==> src/rtl/io_uart_if.sv <==
// CPU I/O port pair plus the serial line, seen from the UART peripheral (slave)
// and from the CPU/line side (master).
interface io_uart_if;
    logic [15:0] IO64_OUT;
    logic [15:0] IO65_IN;
    logic        UART_RXD;
    logic        UART_TXD;

    modport master (output IO64_OUT, output UART_RXD, input IO65_IN, input UART_TXD);
    modport slave  (input IO64_OUT, input UART_RXD, output IO65_IN, output UART_TXD);
endinterface

==> src/rtl/io_uart.sv <==
// UART bridging the CPU level ports (toggle handshakes) to an 8N1 serial line.
// Define IO_UART_PARITY_EN to add an even-parity bit to both directions.
module io_uart #(
    parameter int CLKS_PER_BIT = 16
) (
    input  logic     CLK,
    input  logic     RESET_N,
    io_uart_if.slave uart
);
    localparam int CW = $clog2(CLKS_PER_BIT);
    localparam logic [CW-1:0] BIT_END  = CW'(CLKS_PER_BIT - 1);
    localparam logic [CW-1:0] HALF_END = CW'(CLKS_PER_BIT / 2 - 1);

    typedef enum logic [2:0] {
        S_IDLE,
        S_START,
        S_DATA,
`ifdef IO_UART_PARITY_EN
        S_PARITY,
`endif
        S_STOP
    } state_t;

    logic          rxd_s1_q, rxd_s1_d, rxd_s2_q, rxd_s2_d;
    state_t        tx_state_q, tx_state_d, rx_state_q, rx_state_d;
    logic [CW-1:0] tx_cnt_q, tx_cnt_d, rx_cnt_q, rx_cnt_d;
    logic [2:0]    tx_idx_q, tx_idx_d, rx_idx_q, rx_idx_d;
    logic [7:0]    tx_data_q, tx_data_d, rx_shift_q, rx_shift_d, rx_data_q, rx_data_d;
    logic          tx_ack_q, tx_ack_d, tx_busy_q, tx_busy_d, txd_q, txd_d;
    logic          rx_tog_q, rx_tog_d, rx_ovr_q, rx_ovr_d, rx_fe_q, rx_fe_d;
    logic          tx_tick, rx_tick, rx_pending, rx_pe_w, unused_bits;
`ifdef IO_UART_PARITY_EN
    logic          rx_par_q, rx_par_d, rx_pe_q, rx_pe_d;
    assign rx_pe_w = rx_pe_q;
`else
    assign rx_pe_w = 1'b0;
`endif

    assign tx_tick     = (tx_cnt_q == BIT_END);
    assign rx_tick     = (rx_cnt_q == BIT_END);
    assign rx_pending  = (rx_tog_q != uart.IO64_OUT[14]);
    assign unused_bits = ^{uart.IO64_OUT[13], uart.IO64_OUT[11:8]};

    always_comb begin
        tx_state_d = tx_state_q;
        tx_cnt_d   = tx_cnt_q;
        tx_idx_d   = tx_idx_q;
        tx_data_d  = tx_data_q;
        tx_ack_d   = tx_ack_q;
        tx_busy_d  = tx_busy_q;
        txd_d      = txd_q;
        if (tx_state_q != S_IDLE) tx_cnt_d = tx_tick ? '0 : tx_cnt_q + 1'b1;
        unique case (tx_state_q)
            S_IDLE: begin
                // Level comparison: a toggle made while busy is picked up here later.
                if (uart.IO64_OUT[15] != tx_ack_q) begin
                    tx_ack_d   = uart.IO64_OUT[15];
                    tx_data_d  = uart.IO64_OUT[7:0];
                    tx_busy_d  = 1'b1;
                    txd_d      = 1'b0;
                    tx_cnt_d   = '0;
                    tx_state_d = S_START;
                end
            end
            S_START: if (tx_tick) begin
                tx_idx_d   = 3'd0;
                txd_d      = tx_data_q[0];
                tx_state_d = S_DATA;
            end
            S_DATA: if (tx_tick) begin
                if (tx_idx_q == 3'd7) begin
`ifdef IO_UART_PARITY_EN
                    txd_d      = ^tx_data_q;
                    tx_state_d = S_PARITY;
`else
                    txd_d      = 1'b1;
                    tx_state_d = S_STOP;
`endif
                end else begin
                    tx_idx_d = tx_idx_q + 3'd1;
                    txd_d    = tx_data_q[tx_idx_q + 3'd1];
                end
            end
`ifdef IO_UART_PARITY_EN
            S_PARITY: if (tx_tick) begin
                txd_d      = 1'b1;
                tx_state_d = S_STOP;
            end
`endif
            S_STOP: if (tx_tick) begin
                tx_busy_d  = 1'b0;
                tx_state_d = S_IDLE;
            end
            default: tx_state_d = S_IDLE;
        endcase
    end

    always_comb begin
        rxd_s1_d   = uart.UART_RXD;
        rxd_s2_d   = rxd_s1_q;
        rx_state_d = rx_state_q;
        rx_cnt_d   = rx_cnt_q;
        rx_idx_d   = rx_idx_q;
        rx_shift_d = rx_shift_q;
        rx_data_d  = rx_data_q;
        rx_tog_d   = rx_tog_q;
        rx_ovr_d   = rx_ovr_q;
        rx_fe_d    = rx_fe_q;
`ifdef IO_UART_PARITY_EN
        rx_par_d   = rx_par_q;
        rx_pe_d    = rx_pe_q;
`endif
        if (rx_state_q != S_IDLE) rx_cnt_d = rx_tick ? '0 : rx_cnt_q + 1'b1;
        unique case (rx_state_q)
            S_IDLE: if (!rxd_s2_q) begin
                rx_cnt_d   = '0;
                rx_state_d = S_START;
            end
            S_START: if (rx_cnt_q == HALF_END) begin
                // From here on every full bit time lands on a bit centre.
                rx_cnt_d   = '0;
                rx_idx_d   = 3'd0;
                rx_state_d = rxd_s2_q ? S_IDLE : S_DATA;
            end
            S_DATA: if (rx_tick) begin
                rx_shift_d = {rxd_s2_q, rx_shift_q[7:1]};
                rx_idx_d   = rx_idx_q + 3'd1;
                if (rx_idx_q == 3'd7) begin
`ifdef IO_UART_PARITY_EN
                    rx_state_d = S_PARITY;
`else
                    rx_state_d = S_STOP;
`endif
                end
            end
`ifdef IO_UART_PARITY_EN
            S_PARITY: if (rx_tick) begin
                rx_par_d   = rxd_s2_q;
                rx_state_d = S_STOP;
            end
`endif
            S_STOP: if (rx_tick) begin
                rx_state_d = S_IDLE;
                if (!rxd_s2_q) begin
                    rx_fe_d = 1'b1;
`ifdef IO_UART_PARITY_EN
                end else if ((^rx_shift_q) != rx_par_q) begin
                    rx_pe_d = 1'b1;
`endif
                end else if (rx_pending) begin
                    rx_ovr_d = 1'b1;
                end else begin
                    rx_data_d = rx_shift_q;
                    rx_tog_d  = ~rx_tog_q;
                end
            end
            default: rx_state_d = S_IDLE;
        endcase
        if (uart.IO64_OUT[12]) begin
            rx_ovr_d = 1'b0;
            rx_fe_d  = 1'b0;
`ifdef IO_UART_PARITY_EN
            rx_pe_d  = 1'b0;
`endif
        end
    end

    always_ff @(posedge CLK or negedge RESET_N) begin
        if (!RESET_N) begin
            rxd_s1_q   <= 1'b1;
            rxd_s2_q   <= 1'b1;
            tx_state_q <= S_IDLE;
            tx_cnt_q   <= '0;
            tx_idx_q   <= 3'd0;
            tx_data_q  <= 8'h00;
            tx_ack_q   <= 1'b0;
            tx_busy_q  <= 1'b0;
            txd_q      <= 1'b1;
            rx_state_q <= S_IDLE;
            rx_cnt_q   <= '0;
            rx_idx_q   <= 3'd0;
            rx_shift_q <= 8'h00;
            rx_data_q  <= 8'h00;
            rx_tog_q   <= 1'b0;
            rx_ovr_q   <= 1'b0;
            rx_fe_q    <= 1'b0;
`ifdef IO_UART_PARITY_EN
            rx_par_q   <= 1'b0;
            rx_pe_q    <= 1'b0;
`endif
        end else begin
            rxd_s1_q   <= rxd_s1_d;
            rxd_s2_q   <= rxd_s2_d;
            tx_state_q <= tx_state_d;
            tx_cnt_q   <= tx_cnt_d;
            tx_idx_q   <= tx_idx_d;
            tx_data_q  <= tx_data_d;
            tx_ack_q   <= tx_ack_d;
            tx_busy_q  <= tx_busy_d;
            txd_q      <= txd_d;
            rx_state_q <= rx_state_d;
            rx_cnt_q   <= rx_cnt_d;
            rx_idx_q   <= rx_idx_d;
            rx_shift_q <= rx_shift_d;
            rx_data_q  <= rx_data_d;
            rx_tog_q   <= rx_tog_d;
            rx_ovr_q   <= rx_ovr_d;
            rx_fe_q    <= rx_fe_d;
`ifdef IO_UART_PARITY_EN
            rx_par_q   <= rx_par_d;
            rx_pe_q    <= rx_pe_d;
`endif
        end
    end

    assign uart.IO65_IN  = {rx_tog_q, tx_busy_q, tx_ack_q, rx_ovr_q, rx_fe_q, rx_pe_w,
                            2'b00, rx_data_q};
    assign uart.UART_TXD = txd_q;
endmodule

==> src/flat_wrapper.sv <==
// flat-port wrapper written by rule: the top's interface ports become plain ports
module io_uart_flat 
#(
    parameter int CLKS_PER_BIT = 16
)
  (CLK, RESET_N, uart_IO64_OUT, uart_UART_RXD, uart_IO65_IN, uart_UART_TXD);
  io_uart_if uart_i ();
  input  logic CLK;
  input  logic RESET_N;
  input wire logic [$bits(uart_i.IO64_OUT)-1:0] uart_IO64_OUT;
  input wire logic [$bits(uart_i.UART_RXD)-1:0] uart_UART_RXD;
  output wire logic [$bits(uart_i.IO65_IN)-1:0] uart_IO65_IN;
  output wire logic [$bits(uart_i.UART_TXD)-1:0] uart_UART_TXD;
  assign uart_i.IO64_OUT = uart_IO64_OUT;
  assign uart_i.UART_RXD = uart_UART_RXD;
  assign uart_IO65_IN = uart_i.IO65_IN;
  assign uart_UART_TXD = uart_i.UART_TXD;
  io_uart #(.CLKS_PER_BIT(CLKS_PER_BIT)) u_core (.CLK(CLK), .RESET_N(RESET_N), .uart(uart_i));
endmodule
==> config.mk <==
export PLATFORM = sky130hd
export DESIGN_NAME = io_uart_flat
export DESIGN_NICKNAME = d
export VERILOG_FILES = /design/src/rtl/io_uart_if.sv /design/src/rtl/io_uart.sv /design/src/flat_wrapper.sv
export SDC_FILE = /design/constraint.sdc
export NUM_CORES = 1
export LEC_CHECK = 0
export CAP_MARGIN = 20
export CORE_MARGIN = 2
export CORE_UTILIZATION = 27
export CTS_BUF_LIST = sky130_fd_sc_hd__clkbuf_16
export DETAILED_ROUTE_END_ITERATION = 16
export GPL_TIMING_DRIVEN = 1
export HOLD_SLACK_MARGIN = 0.02
export SYNTH_ARGS = -nofsm -noshare
export SYNTH_HDL_FRONTEND = slang
export SYNTH_SLANG_ARGS = --single-unit
==> constraint.sdc <==
create_clock -name CLK -period 5.1 [get_ports CLK]
set_clock_uncertainty 0.2 [all_clocks]
set_input_delay 0.51 -clock CLK [delete_from_list [all_inputs] [get_ports CLK]]
set_output_delay 0.51 -clock CLK [all_outputs]
set_load 0.03 [all_outputs]
After elaboration in Yosys (flattened, before gate mapping). Index checks and enable logic that the tools add are counted.

Flip-flop bits (word level): 52. Logic and storage cells: 119. Bits of input ports: 19.

Reductions and logical operators: 23. Mux-type cells: 47. Eq/ne operators: 25. Bitwise operators: 2. Order comparisons: 1. Add/sub/neg operators: 4.

Operators by type and width (count): 2-to-1 mux 3 bit (14); 2-to-1 mux 4 bit (8); case mux 3 bit (4 select lines) (2); inequality test 2 x 1 -> 1 bit, second input constant (9); 2-to-1 mux 1 bit (16); AND reduction 4 bit (4); nonzero test 2 bit (7); == test 3 x 2 -> 1 bit, second input constant (4); case mux 3 bit (2 select lines) (2); AND reduction 5 bit (2); AND reduction 3 bit (3); nonzero test 3 bit (3); adder 4 x 1 -> 4 bit, second input constant (2); == test 4 bit, second input constant (2); case mux 4 bit (2 select lines) (1); adder 3 x 1 -> 3 bit, second input constant (2); == test 3 x 1 -> 1 bit, second input constant (2); == test 3 bit, second input constant (2); zero test 3 bit (2); inequality test 2 bit, second input constant (3); == test 4 x 3 -> 1 bit, second input constant (1); less-than comparator 3 x 4 -> 1 bit, second input constant (1); AND reduction 2 bit (2); binary-select mux 1 bit (select 3 bit) (1); other kinds (5) (7).

Longest topological paths before layout. Gate-level depths: netlist of run 1.

Depth after elaboration: 6. Depth in mapped cells: 7. Depth with buffers taken out: 6.

Worst setup path after synthesis of run 1. No wires, ideal clock.

Path kind: register -> register. Start point: reg u_core.rx_state_q[0]. End point: reg u_core.rx_state_q[1]. Library setup time: 0.120 ns. Cell stages (with the launch flop): 8. Clock period less this slack: 1.930 ns. Arrival: 1.610 ns. Buffers on the path: 1. Setup slack: 3.170 ns. Data required time: 4.780 ns. Path through: dfrtp_1 > inv_1 > ha_1 > clkbuf_1 > nor2_1 > a211oi_1 > nor2_1 > a41o_1.

Word-level cells in the longest chain between the ends: 3. Elaborated cells on any way between the ends: 11.

RTL lines: start, declared (line io_uart.sv:25) `state_t tx_state_q, tx_state_d, rx_state_q, rx_state_d;`; start signal, assigned (line io_uart.sv:201) `rx_state_q <= rx_state_d;`; == test 3 x 2 -> 1 bit, or another cell as far along (line io_uart.sv:114) `unique case (rx_state_q)`; inequality test 2 x 1 -> 1 bit (no line) / inequality test 2 bit (equally long branches); AND reduction 5 bit (no line).

Parallel ways exist; a longest one is shown, timed or not. A chain may end at the register's enable or synchronous reset.

Final worst setup path of run 1.
Start point: reg u_core.txd_q (netlist: u_core.uart.UART_TXD). End point: out uart_UART_TXD.

RTL lines: start, declared (line io_uart.sv:29) `logic tx_ack_q, tx_ack_d, tx_busy_q, tx_busy_d, txd_q, txd_d;`; start signal, assigned (line io_uart.sv:200) `txd_q <= txd_d;`; end, declared (line flat_wrapper.sv:13) `output wire logic [$bits(uart_i.UART_TXD)-1:0] uart_UART_TXD;`.

No word-level cell between the ends.

==> flow_summary.ini, run 1 <==
[status]
status = finished clean

[synthesis]
async_flop_share_pct = 100
yosysSeqAreaShare_pct = 48.5
synth-edff-count = 0
synth-main-ff-cell = dfrtp_1
synth_area_per_cell_um2 = 11.4
synth.ff_latch_count = 50
synthCells = 227
synth_warnings = 0
ys_types = 50
syn_area_mm2 = 0.00259

[critical_path]
max_stage_delay_ns = 0.66
worstPathRequired_ns = 4.39
critPathMaxFanout = 2
cp_top_family = buffers and inverters
critPathSlowestCell = clkdlybuf4s50_1
end_kind = output pin
crit_path_start_kind = flip-flop
cp.arrival_ns = 1.48
path_buf_inv = 1
path_cells = clkdlybuf4s50_1
path_class = flip-flop to output pin

[clock_network]
cts.sinks = 50
clk_latency_ns = 0.29
cts_resized = 0
root_buffer = clkbuf_16
ctsHoldBuffers = 0
numCtsBuffers = 5
cts_setup_buffers = 0
clk_path_buf_depth = 2
clk_pin_slew_worst_paths_ns = 0.06
cts_tree = done
htree_levels = 2

[global_routing]
grt_pass1_vias = 1644
grt_pass1_wl_mm = 7.76
grt_max_degree = 51
antenna_found_initial = 0
gr-total-overflow = 0
grt_usage_pct = 9.38

[cells_and_area]
fill_cells = 949
area_delta_synth_final_pct = 18.0
fin_cells = 376
antenna_cells = 0
fin_util_pct = 32.9
seq_area_mm2 = 0.00125
drive_gt1_share_pct = 6.07
nNetsFinal = 280
multi_input_area_mm2 = 0.00119

[placement]
portBuffers = 27
place_congestion = 0.772
dp.cells = 368
hpwlAfterDp_mm = 3.17

[sta]
fmax_mhz = 457
slew_headroom_pct = 58.6
hold_ws_ns = 0.126
setup_viol = 0
finalMaxSlewViolations = 0
finalCriticalPeriod_ns = 2.19
tightestPinTransition_ns = 0.620
fin_tns_setup_ns = 0
hold_viol_final = 0
fin_crit_sh_pct = 42.9
rsz0062_at_grt = false

[routing]
wl_per_cell_um = 12.0
highest_layer = met4
drt_first_iter_violations = 79
wl_met3_um = 227
antenna_left = 0
routed_wl_mm = 4.52
drc = 0
met1Wirelength_mm = 2.16
drt_pass1_iterations = 5
vias_per_cell = 4.55
routed-wl-met2_mm = 2.09
num_vias = 1712

[floorplan]
start_util_pct = 27.9
die_x_um = 102
die_area_mm2 = 0.0104
row_count = 35
io_pins = 36
die_h_um = 102
coreArea_mm2 = 0.00928

[power_and_ir_drop]
p_leak_uw = 0.00144
power_uw = 1010
powerDensity_mw_per_mm2 = 331
ir_worst_vdd_v = 0.000131

[min_path]
worstHoldPathType = input port to asynchronous set/reset pin

[run]
drv_cap = 0
## cells in the final DEF (no fill, tap or decap), types with 2 or more instances in the layout
cell type,instances
a21oi_1,7
o21ai_0,3
nor3_1,2
xnor2_1,3
nand2b_1,2
mux2_1,25
ha_1,15
nand3b_1,2
and3_1,5
nor2_1,11
nand3_1,7
clkbuf_16,5
o21bai_1,2
o21ai_1,7
nand2_1,19
mux4_1,2
inv_1,10
nor2b_1,3
o31ai_1,2
dfstp_2,3
dfrtp_1,47
mux2i_1,2
conb_1,3
clkdlybuf4s50_1,26
a31oi_1,2
a221o_1,3
a22o_1,4
## stage by stage
stage / setup WS (ns) / area [um2]
final: 2.91 / 3050
after global routing: 2.79 / 3050
after CTS: 2.90 / 3050
after detailed placement: 2.71 / 2920
after global placement: 2.72 / 2920
after floorplan: 3.17 / 2590
## cell type report
class	instances	area share, %
clock buffer	5	4.10
sequential	50	41.1
multi-input combinational	152	39.1
clock inverter	3	0.410
tap	129	5.29
inverter	9	1.11
timing repair buffer	28	8.93
## state kept, by name (all words and copies together), names as in the netlist
register	flops
u_core.rx_data_q	8
u_core.rx_shift_q	8
u_core.tx_data_q	8
u_core.rx_cnt_q	4
u_core.tx_cnt_q	4
u_core.rx_idx_q	3
u_core.tx_idx_q	3
u_core.rx_state_q	2
u_core.tx_state_q	2
u_core.rx_fe_q	1
u_core.rx_ovr_q	1
u_core.rx_tog_q	1
u_core.rxd_s1_q	1
u_core.rxd_s2_q	1
u_core.tx_ack_q	1
u_core.tx_busy_q	1
u_core.uart.UART_TXD	1
## cells in the mapped netlist (4+ instances only)
library cell  count  share of area [%]
inv_1             9                1.3
dfrtp_1          47                 45
and3_1            5                1.2
nand3_1           7                1.4
ha_1             15                7.3
a21oi_1           7                1.4
buf_2             5               0.97
nand2_1          19                2.8
o21ai_1           7                1.4
a22o_1            4                1.4
nor2_1           11                1.6
mux2_1           25                 11
buf_4             8                2.3
clkbuf_1          4               0.58
## per-layer routing
metal | vias up | global-route usage, %
met4 | 0 | 2.46
met3 | 4 | 2.94
li1 | 838 | -
met2 | 30 | 15.1
met5 | - | 0
met1 | 840 | 12.3
## path summary, 6_finish.rpt
kind	endpoint	slack, ns	depth (start not counted)	start
worst max-delay path	uart_UART_TXD	2.91	1	u_core.uart.UART_TXD$_DFFE_PN1P_
worst min-delay path	u_core.tx_data_q[7]$_DFFE_PN0P_	0.13	2	RESET_N
worst max register to register	u_core.rx_state_q[1]$_DFFE_PN0P_	2.96	6	u_core.rx_state_q[1]$_DFFE_PN0P_
worst min register to register	u_core.rxd_s2_q$_DFF_PN1_	0.16	0	u_core.rxd_s1_q$_DFF_PN1_
max in group asynchronous	u_core.rx_idx_q[1]$_DFFE_PN0P_	4.17	2	RESET_N
min in group CLK	u_core.rxd_s2_q$_DFF_PN1_	0.16	0	u_core.rxd_s1_q$_DFF_PN1_
## cells by family (layout without fill, tap and decap cells)
kind of cell	count (synthesis)	in the layout	synth area share [%]
compound gates	42	42	11.6
xor+xnor	3	3	1.02
fa+ha+maj	15	15	7.26
buf+inv	27	45	5.66
flops	50	50	48.5
mux	30	30	14.1
other cells	1	3	0.145
simple gates	59	59	11.7
## power breakdown
group	internal [uW]	switching, uW	leakage [uW]
Clock	178	141	0.0000724
Sequential	426	30.8	0.000655
Combinational	99.6	137	0.000709
Note: power is estimated with default switching activity, not from simulation.
==> run 2, diff against run 1 <==
==> constraint.sdc (replaced) <==
create_clock -name CLK -period 1.9 [get_ports CLK]
set_clock_uncertainty 0.2 [all_clocks]
set_input_delay 0.19 -clock CLK [delete_from_list [all_inputs] [get_ports CLK]]
set_output_delay 0.19 -clock CLK [all_outputs]
set_load 0.03 [all_outputs]
==> run 2 against run 1 <==
Compared with the run above: utilization increased by 3.9 points; first-iteration DRC count up 1.3%; critical path depth up 4; non-clock buffer count grew 31; sequential share of layout area is 4.3 points lower; wire length is 12% higher; via count up 6.3%; die area stayed put; worst hold slack lost 0.015 ns; register-to-register slack got worse by 2.9 ns; global-route usage rose by 0.89 points; largest cell class unchanged.
==> flow_summary.ini, run 2 (same netlist as run 1, synthesis figures left out) <==
[min_path]
worstHoldPathType = input port to flip-flop
holdPathEnd = u_core.rxd_s1_q$_DFF_PN1_
hold_depth = 1
worstHoldStart = uart_UART_RXD

[critical_path]
path_class = flip-flop to flip-flop
reg2reg_from = u_core.tx_idx_q[0]$_DFFE_PN0P_
rr_endpoint = u_core.uart.UART_TXD$_DFFE_PN1P_
critPathMaxFanout = 4
reg2reg_depth = 5
end_kind = flip-flop
crit_path_start_kind = flip-flop
worstPathRequired_ns = 1.90
r2r_setup_slack_ns = 0.05
cp.arrival_ns = 1.85

[sta]
rsz0062_at_grt = true
setup_ws_ns = 0.0499
setup_viol = 0
hold_viol_final = 0
finalCriticalPeriod_ns = 1.85
fmax_mhz = 541
finalMaxSlewViolations = 0
fin_crit_sh_pct = 97.4

[clock_network]
clk_pin_slew_worst_paths_ns = 0.07
htree_levels = 2
cts.sinks = 50
numCtsBuffers = 5
root_buffer = clkbuf_16
clk_path_buf_depth = 2
clk_latency_ns = 0.29
cts_tree = done

[floorplan]
die_area_mm2 = 0.0104
die_h_um = 102
coreArea_mm2 = 0.00928
io_pins = 36
row_count = 35
start_util_pct = 27.9
die_x_um = 102

[routing]
highest_layer = met4
drt_first_iter_violations = 80
routed-wl-met2_mm = 2.43
num_vias = 1820
drt_pass1_iterations = 4
drc = 0
antenna_left = 0
vias_per_cell = 4.47
met1Wirelength_mm = 2.42
routed_wl_mm = 5.09
wl_met3_um = 187
wl_per_cell_um = 12.5

[global_routing]
grt_pass1_wl_mm = 8.48
grt_max_degree = 35
grt_usage_pct = 10.3
antenna_found_initial = 0
grt_pass1_vias = 1875
gr-total-overflow = 0

[cells_and_area]
layout_commonest_cell = dfrtp_1
drive_gt1_share_pct = 23.0
antenna_cells = 0
fin_util_pct = 36.8
area_delta_synth_final_pct = 32.0
reg_top3 = u_core.rx_data_q (8), u_core.rx_shift_q (8), u_core.tx_data_q (8)
final_cell_mix = dfrtp_1, buf_4, mux2_1, clkdlybuf4s50_1, nand2_1
final_cell_area_mm2 = 0.00341
nNetsFinal = 311

[power_and_ir_drop]
ir_worst_vdd_v = 0.000382
power_uw = 3240
powerDensity_mw_per_mm2 = 948
p_leak_uw = 0.00162

[run]
drv_cap = 0

[placement]
place_congestion = 0.790
hpwlAfterDp_mm = 3.70
dpl_worst_slack_ns = -0.0824
portBuffers = 27
placed_area_mm2 = 0.00313

[status]
status = finished clean
run 2: final cells by class:
class / instances / area (um2)
Fill cell: 938 / 5870
Sequential cell: 50 / 1260
Multi-Input combinational cell: 152 / 1260
Timing Repair Buffer: 59 / 536
Tap cell: 129 / 161
Clock buffer: 5 / 125
Clock inverter: 3 / 43.8
Inverter: 9 / 33.8
run 2: power breakdown:
part | total (uW) | internal, uW | switching (uW)
combinational | 972 | 511 | 461
clock | 1030 | 624 | 406
sequential | 1240 | 1140 | 90.6
run 2: per-layer routing:
metal / vias to the layer above / GRT usage, %
met4: 0 / 2.87
met1: 888 / 13.0
met3: 4 / 2.26
met2: 27 / 17.8
li1: 901 / -
met5: - / 0
run 2: repair_timing:
action	CTS	global route
hold buffers	1	0
resized for setup	7	14
pin swaps	0	7
hold endpoints to repair	50	0
endpoints found under the setup margin	6	23
cloned	0	0
buffers inserted	0	5
run 2: worst max path at each step:
stage	startpoint	end	slack (ns)	cells past startpoint
final	u_core.tx_idx_q[0]$_DFFE_PN0P_	u_core.uart.UART_TXD$_DFFE_PN1P_	0.05	5
after global routing	u_core.tx_idx_q[0]$_DFFE_PN0P_	u_core.uart.UART_TXD$_DFFE_PN1P_	-0.05	5
after CTS	u_core.rx_state_q[1]$_DFFE_PN0P_	u_core.rx_state_q[0]$_DFFE_PN0P_	0.0004	6
after detailed placement	u_core.rx_state_q[1]$_DFFE_PN0P_	u_core.rx_state_q[1]$_DFFE_PN0P_	-0.08	6
after global placement	uart_IO64_OUT[14]	u_core.rx_data_q[6]$_DFFE_PN0P_	-0.01	6
after floorplan	u_core.rx_state_q[1]$_DFFE_PN0P_	u_core.rx_state_q[0]$_DFFE_PN0P_	0.03	7
run 2: worst max-delay path, cell delays in order (launching register included):
cell	delay, ns
dfrtp_2	0.46
ha_4	0.30
mux4_2	0.29
mux2_2	0.28
o211ai_2	0.13
a31oi_1	0.09
run 2: stage by stage:
stage | hold slack [ns] | instances | TNS, ns
detailed placement | -0.0535 | 393 | -0.270
CTS | 0.109 | 402 | 0
floorplan | -0.306 | 229 | 0
global placement | -0.0539 | 393 | -0.0893
finish | 0.111 | 407 | 0
global route | 0.112 | 407 | -0.0524
==> run 3, diff against run 2 <==
--- a/config.mk
+++ b/config.mk
@@ -6,12 +6,15 @@
 export NUM_CORES = 1
 export LEC_CHECK = 0
 export CAP_MARGIN = 20
+export CELL_PAD_IN_SITES_DETAIL_PLACEMENT = 1
+export CELL_PAD_IN_SITES_GLOBAL_PLACEMENT = 1
 export CORE_MARGIN = 2
 export CORE_UTILIZATION = 27
 export CTS_BUF_LIST = sky130_fd_sc_hd__clkbuf_16
 export DETAILED_ROUTE_END_ITERATION = 16
 export GPL_TIMING_DRIVEN = 1
 export HOLD_SLACK_MARGIN = 0.02
+export PLACE_DENSITY_LB_ADDON = 0.1
 export SYNTH_ARGS = -nofsm -noshare
 export SYNTH_HDL_FRONTEND = slang
 export SYNTH_SLANG_ARGS = --single-unit
==> run 3 against run 2 <==
Compared with the run above: total power grew 5.8%; final area grew 4.6%; combinational power grew 19%; critical path type unchanged; fmax grew 0.11%; highest routed layer unchanged; worst hold slack lost 0.0081 ns; utilization grew 1.7 points; via count grew 3.7%; clock-buffer cell count is the same; sequential share of layout area shrank 1.6 points; largest cell class is now multi-input combinational cells; sequential power is essentially flat; register-to-register slack is essentially flat.
==> flow_summary.ini, run 3 (same netlist as run 1, synthesis figures left out) <==
[critical_path]
worstPathRequired_ns = 1.92
critPathSlowestCell = or4_1
end_kind = flip-flop
path_class = flip-flop to flip-flop
critPathMaxFanout = 7
path_cells = inv_2, ha_4, buf_6, buf_6, nor2_2, or4_1, o21ai_1
cp.arrival_ns = 1.86
r2r_setup_slack_ns = 0.05
path_common_cell = buf_6
rr_endpoint = u_core.rx_state_q[0]$_DFFE_PN0P_
reg2reg_depth = 7
path_buf_inv = 3
crit_path_start_kind = flip-flop
reg2reg_from = u_core.rx_state_q[0]$_DFFE_PN0P_
max_stage_delay_ns = 0.49
cp_top_family = simple AND/OR/NAND/NOR gates

[global_routing]
antenna_found_initial = 0
grt_pass1_wl_mm = 10.1
grt_usage_pct = 12.7
grt_pass1_vias = 2049
gr-total-overflow = 0
grt_max_degree = 38

[clock_network]
numCtsBuffers = 5
cts.sinks = 50
root_buffer = clkbuf_16
clk_pin_slew_worst_paths_ns = 0.07
clk_latency_ns = 0.29
clk_path_buf_depth = 2
htree_levels = 2
cts_tree = done

[sta]
fmax_mhz = 541
fin_crit_sh_pct = 97.3
finalCriticalPeriod_ns = 1.85
hold_ws_ns = 0.103
hold_viol_final = 0
finalMaxSlewViolations = 0
rsz0062_at_grt = true
setup_viol = 0

[placement]
dp.cells = 405
placed_area_mm2 = 0.00323
hpwlAfterDp_mm = 4.26
place_congestion = 0.705
portBuffers = 27

[cells_and_area]
final_cell_area_mm2 = 0.00357
reg_top3 = u_core.rx_data_q (8), u_core.rx_shift_q (8), u_core.tx_data_q (8)
nNetsFinal = 323
final_cell_mix = dfrtp_1, buf_4, mux2_1, clkdlybuf4s50_1, nand2_1
layout_commonest_cell = dfrtp_1
antenna_cells = 0
area_delta_synth_final_pct = 38.1
drive_gt1_share_pct = 26.2
fin_cells = 419

[floorplan]
die_x_um = 102
die_h_um = 102
coreArea_mm2 = 0.00928
io_pins = 36
die_area_mm2 = 0.0104
start_util_pct = 27.9
row_count = 35

[routing]
antenna_left = 0
num_vias = 1888
wl_per_cell_um = 14.2
vias_per_cell = 4.51
routed_wl_mm = 5.96
drt_first_iter_violations = 15
drt_pass1_iterations = 4
drc = 0

[min_path]
worstHoldStart = uart_UART_RXD
worstHoldPathType = input port to flip-flop
holdPathEnd = u_core.rxd_s1_q$_DFF_PN1_
hold_depth = 1

[run]
drv_cap = 0

[power_and_ir_drop]
ir_worst_vdd_v = 0.000470
powerDensity_mw_per_mm2 = 959
p_leak_uw = 0.00171

[status]
status = finished clean
run 3: repair_timing:
| item | 4_1_cts | 5_1_grt |
|---|---|---|
| pin swaps | 0 | 6 |
| gates cloned | 0 | 1 |
| setup buffers | 2 | 2 |
| resized for setup | 9 | 21 |
| hold buffers | 1 | 0 |
| endpoints found under the setup margin | 12 | 14 |
| endpoints found under the hold margin | 48 | 0 |
run 3: worst max path at each step:
stage	start	end	slack (ns)	depth (start not counted)
6_report	u_core.rx_state_q[0]$_DFFE_PN0P_	u_core.rx_state_q[0]$_DFFE_PN0P_	0.05	7
3_3_place_gp	u_core.rx_state_q[1]$_DFFE_PN0P_	u_core.rx_idx_q[2]$_DFFE_PN0P_	-0.05	6
3_5_place_dp	u_core.rx_state_q[1]$_DFFE_PN0P_	u_core.rx_idx_q[2]$_DFFE_PN0P_	-0.08	6
5_1_grt	u_core.rx_state_q[0]$_DFFE_PN0P_	u_core.rx_state_q[0]$_DFFE_PN0P_	-0.04	7
4_1_cts	u_core.uart.UART_TXD$_DFFE_PN1P_	uart_UART_TXD	0.007	1
2_1_floorplan	u_core.rx_state_q[1]$_DFFE_PN0P_	u_core.rx_state_q[0]$_DFFE_PN0P_	0.03	7
run 3: area by class of cell:
type | count | area (um2)
clock buffer | 5 | 125
sequential | 50 | 1260
inverter | 9 | 33.8
fill | 1052 | 5710
timing repair buffer | 71 | 653
multi-input combinational | 152 | 1300
tap | 129 | 161
clock inverter | 3 | 43.8
run 3: through the flow:
step	total power [uW]	TNS [ns]	util [%]	setup slack (ns)
final	3420	0	38.5	0.0519
after global routing	3670	-0.0628	38.5	-0.0378
after CTS	3340	0	37.3	0.00685
after detailed placement	2180	-0.552	34.8	-0.0802
after global placement	2160	-0.195	34.8	-0.0548
after floorplan	1730	0	-	0.0262
run 3: worst reg2reg max path, delay by kind of cell (launching register included):
family	cells	cell delay, ns
compound gates	1	0.09
buf+inv	3	0.32
fa+ha+maj	1	0.22
flops	1	0.43
simple gates	2	0.52
run 3: layer usage:
layer	vias to the layer above	part of all wire (%)	track usage [%]
li1	920	-	-
met4	0	0.99	4.00
met3	5	2.1	2.46
met1	945	46	16.0
met5	-	0	0
met2	18	50	21.9
run 3: power by group:
group          internal [uW]  leakage [uW]  switching, uW
logic                    610      0.000971            555
clock network            624     0.0000842            410
registers               1140      0.000654           82.0
